$ cat config.mk
export PLATFORM = sky130hd
export DESIGN_NAME = joy_serializer
export DESIGN_NICKNAME = d
export VERILOG_FILES = /design/src/rtl/joy_serializer.sv
export SDC_FILE = /design/constraint.sdc
export NUM_CORES = 1
export LEC_CHECK = 0
export BUFFER_PORTS_ARGS = -buffer_cell sky130_fd_sc_hd__buf_4
export CELL_PAD_IN_SITES_DETAIL_PLACEMENT = 0
export CELL_PAD_IN_SITES_GLOBAL_PLACEMENT = 1
export CORE_MARGIN = 2
export CORE_UTILIZATION = 42
export DETAILED_ROUTE_END_ITERATION = 8
export PLACE_DENSITY_LB_ADDON = 0.1
export SKIP_LAST_GASP = 1
export SLEW_MARGIN = 20
export SYNTH_ARGS = -nofsm -noshare
export SYNTH_HDL_FRONTEND = slang
export SYNTH_SLANG_ARGS = --single-unit
export TNS_END_PERCENT = 30
$ cat constraint.sdc
create_clock -name clk -period 1.97 [get_ports clk]
set_input_delay 0.2955 -clock clk [delete_from_list [all_inputs] [get_ports clk]]
set_output_delay 0.2955 -clock clk [all_outputs]
set_load 0.02 [all_outputs]
$ cat src/rtl/joy_serializer.sv
// joy_serializer: parallel controller inputs to a serial reader stream.
// Optional autofire on button 4 is enabled by defining JOY_SER_AUTOFIRE_EN.
module joy_serializer #(
   parameter int LEAD_BITS   = 1,
   parameter int SYNC_STAGES = 2,
   parameter int AF_PERIOD   = 4
) (
   input  logic        clk,
   input  logic        reset,
   input  logic [11:0] joy1_n,
   input  logic [11:0] joy2_n,
   input  logic        joy_clk,
   input  logic        joy_load,
   output logic        joy_data,
   output logic        frame_done
);

   localparam int TOTAL = LEAD_BITS + 24;
   localparam int CW    = $clog2(TOTAL + 1);
   localparam logic [CW-1:0] CNT_IDLE = CW'(TOTAL);
   localparam logic [CW-1:0] CNT_LAST = CW'(TOTAL - 1);

   logic [SYNC_STAGES-1:0] jclk_sync_q;
   logic [SYNC_STAGES-1:0] jload_sync_q;
   logic                   jclk_dly_q;
   logic                   clk_s;
   logic                   load_s;
   logic                   rise;

   logic [TOTAL-1:0] sr_q, sr_d;
   logic [CW-1:0]    cnt_q, cnt_d;
   logic             done_d;
   logic             joy_data_q;
   logic             frame_done_q;

   logic [11:0]      j1_m, j2_m;
   logic [23:0]      frame_w;

   assign clk_s  = jclk_sync_q[SYNC_STAGES-1];
   assign load_s = jload_sync_q[SYNC_STAGES-1];
   assign rise   = clk_s & ~jclk_dly_q;

   // Synchronize the reader strobes and keep one delayed copy of the clock.
   always_ff @(posedge clk or posedge reset) begin
      if (reset) begin
         jclk_sync_q  <= '0;
         jload_sync_q <= '1;
         jclk_dly_q   <= 1'b0;
      end else begin
         jclk_sync_q  <= (jclk_sync_q << 1) | SYNC_STAGES'(joy_clk);
         jload_sync_q <= (jload_sync_q << 1) | SYNC_STAGES'(joy_load);
         jclk_dly_q   <= clk_s;
      end
   end

`ifdef JOY_SER_AUTOFIRE_EN
   localparam int AFW = (AF_PERIOD > 1) ? $clog2(AF_PERIOD) : 1;

   logic [AFW-1:0] af_cnt_q;
   logic           af_phase_q;
   logic           af_mask_q;
   logic           jload_dly_q;
   logic           load_fall;

   assign load_fall = jload_dly_q & ~load_s;

   // Count loads and flip the autofire phase every AF_PERIOD loads.
   // The mask is frozen during a load so the frame uses the phase
   // that was in effect when that load began.
   always_ff @(posedge clk or posedge reset) begin
      if (reset) begin
         af_cnt_q    <= '0;
         af_phase_q  <= 1'b0;
         af_mask_q   <= 1'b0;
         jload_dly_q <= 1'b1;
      end else begin
         jload_dly_q <= load_s;
         if (load_fall) begin
            if (af_cnt_q == AFW'(AF_PERIOD - 1)) begin
               af_cnt_q   <= '0;
               af_phase_q <= ~af_phase_q;
            end else begin
               af_cnt_q <= af_cnt_q + AFW'(1);
            end
         end
         if (load_s) begin
            af_mask_q <= af_phase_q;
         end
      end
   end

   // Force button 4 released while the autofire phase is high.
   always_comb begin
      j1_m    = joy1_n;
      j2_m    = joy2_n;
      j1_m[4] = joy1_n[4] | af_mask_q;
      j2_m[4] = joy2_n[4] | af_mask_q;
   end
`else
   // Buttons pass through unmodified.
   always_comb begin
      j1_m = joy1_n;
      j2_m = joy2_n;
   end
`endif

   assign frame_w = {j1_m[8], j1_m[6], j1_m[5:0],
                     j2_m[8], j2_m[6], j2_m[5:0],
                     j2_m[10], j2_m[11], j2_m[9], j2_m[7],
                     j1_m[10], j1_m[11], j1_m[9], j1_m[7]};

   // Load has priority; otherwise shift on each reader clock edge
   // until the counter saturates at the frame length.
   always_comb begin
      sr_d   = sr_q;
      cnt_d  = cnt_q;
      done_d = 1'b0;
      if (!load_s) begin
         sr_d  = {{LEAD_BITS{1'b1}}, frame_w};
         cnt_d = '0;
      end else if (rise && (cnt_q != CNT_IDLE)) begin
         sr_d   = {sr_q[TOTAL-2:0], 1'b1};
         cnt_d  = cnt_q + CW'(1);
         done_d = (cnt_q == CNT_LAST);
      end
   end

   // Frame state and registered outputs.
   always_ff @(posedge clk or posedge reset) begin
      if (reset) begin
         sr_q         <= '1;
         cnt_q        <= CNT_IDLE;
         joy_data_q   <= 1'b1;
         frame_done_q <= 1'b0;
      end else begin
         sr_q         <= sr_d;
         cnt_q        <= cnt_d;
         joy_data_q   <= sr_d[TOTAL-1];
         frame_done_q <= done_d;
      end
   end

   assign joy_data   = joy_data_q;
   assign frame_done = frame_done_q;

endmodule

==> run metrics, run 1 <==
Hold Path Class in -> async; fin cells about 260; Max Cap Viol 0; number of H-tree levels 2; minimum clock period between 1500 and 2000 ps; syn avg cell area ~9.6 sq um; power per standard cell area ~760 nW/um^2; Clock Sink Count 36; CTS clock-pin slew for the worst setup and hold paths roughly 70 ps; Netlist cell types 26; Layout Nets 242; FF-to-FF setup slack between 300 and 400 ps; post-synth top area share a little under half; largest net degree at the start of global routing 37; IO Pins 30; total grt overflow 0; period utilization a little over four fifths; Setup Skew just over 3 ps; register area share after synthesis a little over half; post-CTS sizing 0; Worst setup EP type flip-flop; WL per Instance 14.6 microns; Initial DRC Count 28; DR vias/cell between 5 and 6; clk buf depth 2; outcome completed; Post-Syn Area 1750 sq um; die area roughly 4700 sq um; number of routed nets with antenna violations 0; Worst Path Arrival 1830 ps; Leak Pwr between 0.0008 and 0.0009 uW; # Post-CTS Setup Buffers 0; width of the die approximately 69 microns; share of cells above drive strength 1 a little under two fifths; Die Y between 60 and 70 microns; Post-synth EDFFs 0; Yosys Warn Count 0; RSZ-0062 raised after global routing false; routed via count between 1,000 and 1,500; Yosys top cell by area dfstp_2; Setup TNS 0 ps; Num CTS Buffers 5; worst vdd ir between 400 and 500 uV; Synth area leaders dfstp_2 45%, a31oi_1 8.6%, dfrtp_1 8.6%, nand3_1 7.4%, o21ai_0 5.7%; Post-synth top cells 30 x dfstp_2, 26 x nand3_1, 25 x nor2_1; Critical Path Fanout Max 14; Syn Inst Count around 180; CTS tree done; R2R depth 5; Row Count 23; Achievable Freq around 610 MHz; worst-margin pin slew between 500 and 600 ps; Final setup viols 0; Worst Path Required 2150 ps; critical setup path kind reg -> reg; Final Slew Violations 0; clock root buffer clkbuf_8; worst-skew pair later-pin latency 290 ps; slew margin rel. approximately 65%; Starting Density roughly 44%; vias in the first global route between 1,000 and 1,500; DRC 0; ant diodes 0; crit start category flip-flop; Hold Vio Cnt, Final 0; Post-synth top flop dfstp_2; global-route wire length before repair 6460 microns; Port-buffer cells 29; Core ar. approximately 4000 sq um; total track usage 19.0%; hold_buf cts 0; Area Growth Syn to Fin 20.7%; final wirelength 3820 microns; Net Count, Synth between 200 and 250; reg-to-reg critical path startpoint cnt_q[0]; gpl congestion 0.729; Worst R2R End cnt_q[2]; Async S/R FF share, synth between 90% and 100%; flops & latches, synth 36; Placed Cells approximately 250; most frequent cell after synthesis dfstp_2; DR pass1 iterations 4; initial antenna violation count 0; DP HPWL approximately 2600 microns
final cells by class:
| class | count | area (sq um) |
|---|---|---|
| clock buffers | 6 | 82.6 |
| clock inverters | 2 | 10.0 |
| fillers | 385 | 1890 |
| inverters | 3 | 11.3 |
| multi-input cells | 126 | 703 |
| flip-flops and latches | 36 | 938 |
| well taps | 50 | 62.6 |
| repair buffers | 39 | 305 |
cell usage in the layout (no fill, tap or decap), drive strengths merged:
cell    netlist  final
mux2i         3      3
nand2b        3      3
nor4          1      1
buf           9     39
ha            3      3
dfrtp         6      6
a31oi        24     24
nand4b        1      1
nor2b         1      1
a31o          1      1
nand2         5      5
and4b         1      1
nand4         3      3
clkbuf        8      6
clkinv        0      2
a21boi        1      1
nor2         25     25
a21oi         2      2
inv           3      3
o21ai        25     25
nand3        26     26
dfstp        30     30
and2b         1      1
routing by layer:
metal  vias to the layer above  wire [microns]  GRT usage [%]
met5                         -               0              0
met4                         0              72           9.50
met3                         8             154           4.87
met2                        23            1820           31.5
met1                       689            1770           22.8
li1                        707               -              -
flip-flops by register name, summed over array words and instances (netlist names):
signal        cells
jload_sync_q      2
frame_done        1
jclk_sync_q       2
sr_q             25
cnt_q             5
jclk_dly_q        1
stage by stage:
step	hold WS (ps)	util (%)	setup WS (ps)	power (uW)	cell area [sq um]
2_1_floorplan	300	-	527	998	1750
3_3_place_gp	337	50.5	403	1080	2020
3_5_place_dp	348	50.5	353	1090	2020
4_1_cts	95.5	52.8	331	1640	2110
5_1_grt	92.6	52.8	241	1710	2110
6_report	105	52.8	324	1620	2110
worst max-delay path by stage:
stage	startpoint	to	cells past startpoint
after floorplan	cnt_q[0]	sr_q[18]	6
after global placement	cnt_q[0]	cnt_q[2]	5
after detailed placement	cnt_q[0]	cnt_q[2]	5
after CTS	cnt_q[0]	cnt_q[2]	5
after global routing	cnt_q[0]	cnt_q[2]	5
final	cnt_q[0]	cnt_q[2]	5
worst max-delay path, stage by stage (launching register included):
cell     delay [ps]
dfstp_2         570
ha_1            200
and4b_1         230
buf_4           200
nor2_1          100
a31o_2          260
cells by family after synthesis:
| logic type | synth area share [%] |
|---|---|
| compound gates | 17.2 |
| fa+ha+maj | 2.14 |
| buf+inv | 6.36 |
| flops | 53.6 |
| mux | 1.72 |
| simple gates | 18.9 |
report_power, final:
part / internal [uW] / switching, uW / total, uW
combinational: 97.0 / 100 / 197
sequential: 839 / 35.8 / 875
clock: 279 / 264 / 543
total: 1220 / 400 / 1620
Note: power is estimated with default switching activity, not from simulation.
==> run 2, diff against run 1 <==
--- a/config.mk
+++ b/config.mk
@@ -9,7 +9,7 @@
 export CELL_PAD_IN_SITES_DETAIL_PLACEMENT = 0
 export CELL_PAD_IN_SITES_GLOBAL_PLACEMENT = 1
 export CORE_MARGIN = 2
-export CORE_UTILIZATION = 42
+export CORE_UTILIZATION = 38
 export DETAILED_ROUTE_END_ITERATION = 8
 export PLACE_DENSITY_LB_ADDON = 0.1
 export SKIP_LAST_GASP = 1
==> constraint.sdc (replaced) <==
create_clock -name clk -period 1.4 [get_ports clk]
set_input_delay 0.21 -clock clk [delete_from_list [all_inputs] [get_ports clk]]
set_output_delay 0.21 -clock clk [all_outputs]
set_load 0.02 [all_outputs]
==> run 2 against run 1 <==
The flow now finishes with violations (setup timing); first-iteration DRC count rose by 71%; die area increased by 9.9%; sequential share of layout area fell by 3.0 points; sequential power up 41%; flip-flop and latch count stayed put; clock-buffer cell count stayed put; via count rose by 2.2%; worst setup slack worse by 370 ps; critical path type unchanged; largest cell class unchanged; largest power group unchanged; highest routed layer unchanged.
==> run metrics, run 2 (synthesis results as in run 1) <==
Worst Slack Setup Final -49.9 ps; worst-skew pair later-pin latency approximately 290 ps; Row Count 24; final wirelength around 3900 microns; critical setup path kind reg -> reg; Initial DRC Count 48; clk buf depth 2; Largest register FFs 25; share of cells above drive strength 1 approximately 41%; Port-buffer cells 29; # Post-CTS Setup Buffers 0; width of the die around 70 microns; ant diodes 0; Core ar. ~4400 sq um; largest reg by FF count sr_q; clock root buffer clkbuf_8; RSZ-0062 raised after global routing true; DRC 0; CTS clock-pin slew for the worst setup and hold paths 70 ps; Critical Path Fanout Max 12; most common cell after layout, fill and taps aside buf_4; period utilization 104%; Achievable Freq roughly 700 MHz; worst-margin pin slew between 300 and 400 ps; Worst Path Required between 1500 and 2000 ps; WL per Instance ~14 microns; Area Growth Syn to Fin 29.5%; Hold Vio Cnt, Final 0; Starting Density 39.9%; global-route wire length before repair 6650 microns; Num CTS Buffers 5; DR pass1 iterations 4; die area a little over 5000 sq um; Final setup viols 23; number of H-tree levels 2; largest net degree at the start of global routing 30; worst vdd ir around 570 uV; Leak Pwr around 0.00097 uW; fin cells approximately 270; violated checks setup timing; post-place setup slack -72.1 ps; final core occ between 50% and 60%; Setup Skew around 6.4 ps; fillers ~410; Hold Path Class in -> reg; Worst setup EP type flip-flop; Final Slew Violations 0; Setup TNS -740 ps; minimum clock period 1450 ps; power per standard cell area about 1100 nW/um^2; Max Cap Viol 0; Die Y approximately 72 microns; Placed Cells roughly 270; Layout Nets around 250; CTS tree done; routed via count 1,458; IO Pins 30; gpl congestion approximately 0.76; Worst Path Arrival roughly 1700 ps; total grt overflow 0; number of routed nets with antenna violations 0; commonest cells after routing, fill and taps aside 42 x buf_4, 30 x dfstp_2, 26 x nand3_1; crit start category flip-flop; initial antenna violation count 0; DR vias/cell around 5.3; outcome finished with violations; vias in the first global route about 1,500; Largest regs sr_q (25), cnt_q (5); Clock Sink Count 36; total track usage about 17%; DP HPWL roughly 2600 microns; slew margin rel. around 78%
==> run 2: critical path: stages, from the launching register on <==
cell	delay [ps]
dfstp_2	550
ha_4	120
and4b_2	280
buf_6	150
o21ai_0	90
a31oi_1	180
==> run 2: layout make-up <==
class	instances	area [sq um]	share of cell area [%]
repair buffers	49	428	18.9
inverters	3	11.3	0.497
multi-input cells	126	717	31.6
well taps	52	65.1	2.87
flip-flops and latches	36	938	41.4
clock buffers	6	72.6	3.20
clock inverters	2	35.0	1.55
==> run 2: final timing paths <==
path                            startpoint              end  slack, ps  depth (start not counted)
min                                joy_clk   jclk_sync_q[0]         30                          1
max                               cnt_q[0]          sr_q[5]        -50                          5
min in group asynchronous            reset   jclk_sync_q[1]        480                          4
min reg2reg                jload_sync_q[0]  jload_sync_q[1]        360                          0
max in group asynchronous            reset         cnt_q[4]        540                          4
max reg2reg                       cnt_q[0]          sr_q[5]        -50                          5
==> run 2: layer usage <==
metal  global-route usage [%]  part of all wire (%)  vias up
li1                         -                     -      726
met1                     20.7                    47      695
met2                     27.7                    47       32
met3                     4.92                   4.9        5
met4                     5.66                   1.5        0
met5                        0                     0        -
==> run 2: power by group <==
group	total, uW	leakage [uW]	switching, uW	internal, uW
clock network	889	0.0000552	361	528
registers	1230	0.000392	46.2	1180
logic	307	0.000518	150	156
==> run 2: what timing repair did <==
item	CTS	global route
pin swaps	0	0
hold buffers	1	0
gates resized for setup	3	0
endpoints found under the setup margin	24	29
endpoints found under the hold margin	2	0
==> run 2: stage by stage <==
stage | cell area [sq um] | hold slack (ps) | total power, uW
after detailed placement | 2140 | 234 | 1550
after global placement | 2140 | 234 | 1540
after CTS | 2270 | 16.5 | 2460
after floorplan | 1760 | 214 | 1410
after global routing | 2270 | 9.51 | 2550
final | 2270 | 27.4 | 2420
==> run 3, diff against run 2 <==
--- a/config.mk
+++ b/config.mk
@@ -9,7 +9,8 @@
 export CELL_PAD_IN_SITES_DETAIL_PLACEMENT = 0
 export CELL_PAD_IN_SITES_GLOBAL_PLACEMENT = 1
 export CORE_MARGIN = 2
-export CORE_UTILIZATION = 38
+export CORE_UTILIZATION = 45
+export CTS_CLUSTER_SIZE = 25
 export DETAILED_ROUTE_END_ITERATION = 8
 export PLACE_DENSITY_LB_ADDON = 0.1
 export SKIP_LAST_GASP = 1
==> constraint.sdc (replaced) <==
create_clock -name clk -period 1.87 [get_ports clk]
set_input_delay 0.2805 -clock clk [delete_from_list [all_inputs] [get_ports clk]]
set_output_delay 0.2805 -clock clk [all_outputs]
set_load 0.02 [all_outputs]
==> run 3 against run 2 <==
The run now ends clean; non-clock buffer count decreased by 9; sequential share of layout area increased by 3.0 points; largest cell class unchanged; cell area decreased by 6.8%; die area decreased by 15%; sequential power decreased by 25%; power decreased by 29%; highest routed layer unchanged; hold slack improved by 65 ps.
==> run metrics, run 3 (synthesis results as in run 1) <==
Setup Skew 10.3 ps; gpl congestion about 0.83; Largest regs sr_q (25), cnt_q (5); final wirelength roughly 3800 microns; IO Pins 30; worst vdd ir ~420 uV; # Post-CTS Setup Buffers 0; fillers ~350; Hold Path Class in -> async; Final setup viols 0; critical setup path kind reg -> reg; DRC 0; global-route wire length before repair ~6800 microns; Worst Path Arrival about 1900 ps; DR vias/cell 5.56; Layout Nets between 200 and 250; Starting Density 47.5%; post-place setup slack 244 ps; number of routed nets with antenna violations 0; DP HPWL between 2000 and 3000 microns; worst-margin pin slew roughly 440 ps; WL per Instance roughly 15 microns; crit start category flip-flop; CTS tree done; Worst Slack Setup Final 216 ps; fin cells ~260; Initial DRC Count about 150; share of cells above drive strength 1 approximately two fifths; routed via count about 1,500; largest reg by FF count sr_q; Worst Path Required about 2100 ps; Max Cap Viol 0; RSZ-0062 raised after global routing false; area of the multi-input gates 703 sq um; Largest register FFs 25; Achievable Freq a little over 600 MHz; Row Count 22; Critical Path Fanout Max 12; width of the die 66.4 microns; minimum hold slack around 92 ps; Placed Cells 253; CP endpoint sr_q[20]; outcome completed; Setup TNS 0 ps; ant diodes 0; minimum clock period about 1700 ps; R2R depth 5; Leak Pwr about 0.00089 uW; Num CTS Buffers 5; power per standard cell area 819 nW/um^2; hold_buf cts 0; DR pass1 iterations 4; post-CTS sizing 0; die area 4400 sq um; slew margin rel. a little over 70%; register area roughly 940 sq um; Die Y about 66 microns; Worst setup EP type flip-flop; Area Growth Syn to Fin 20.7%; total grt overflow 0; FF-to-FF setup slack ~220 ps; CTS clock-pin slew for the worst setup and hold paths roughly 70 ps; clk buf depth 2; Port-buffer cells 29; Hold Vio Cnt, Final 0; Setup crit start cnt_q[0]; largest net degree at the start of global routing 37; clock root buffer clkbuf_8; total track usage 20.3%; period utilization approximately nine tenths; most common cell after layout, fill and taps aside buf_4; reg-to-reg critical path startpoint cnt_q[0]; Final Slew Violations 0; Clock Sink Count 36; vias in the first global route approximately 1,500; Core ar. roughly 3700 sq um; number of H-tree levels 2; Worst R2R End sr_q[20]; initial antenna violation count 0; commonest cells after routing, fill and taps aside 40 x buf_4, 30 x dfstp_2, 26 x nand3_1; worst-skew pair later-pin latency ~290 ps
run 3: worst min-delay path by stage:
stage,startpoint,slack [ps],end
after floorplan,joy_load,280,jload_sync_q[0]
after global placement,jclk_sync_q[0],340,jclk_sync_q[1]
after detailed placement,jclk_sync_q[0],350,jclk_sync_q[1]
after CTS,joy_load,80,jload_sync_q[0]
after global routing,joy_load,80,jload_sync_q[0]
final,reset,90,frame_done
run 3: metrics by stage:
step | power, uW | area, sq um | utilization, %
5_1_grt | 1820 | 2110 | 57.3
4_1_cts | 1750 | 2110 | 57.3
3_3_place_gp | 1130 | 2010 | 54.6
2_1_floorplan | 1050 | 1750 | -
3_5_place_dp | 1140 | 2010 | 54.6
6_report | 1730 | 2110 | 57.3
run 3: layer usage:
| metal | global-route usage (%) | share of wire (%) | up-vias |
|---|---|---|---|
| li1 | - | - | 705 |
| met1 | 26.1 | 48 | 711 |
| met2 | 33.0 | 47 | 31 |
| met3 | 4.26 | 4.0 | 4 |
| met4 | 8.42 | 0.84 | 0 |
| met5 | 0 | 0 | - |
run 3: area by class of cell:
cell class                 count  area share [%]
timing repair buffer          40            14.2
inverter                       3           0.533
clock buffer                   8            4.74
sequential                    36            44.4
multi-input combinational    126            33.3
tap                           48            2.84
run 3: report_power, final:
| group | internal [uW] | switching (uW) |
|---|---|---|
| registers | 884 | 33.6 |
| clock network | 336 | 267 |
| logic | 101 | 110 |
run 3: critical path, cell delays in order, from the launching register on:
cell and delay, ps:
dfstp_2 570, ha_1 190, and4b_1 300, buf_4 210, o21ai_0 120, a31oi_1 170
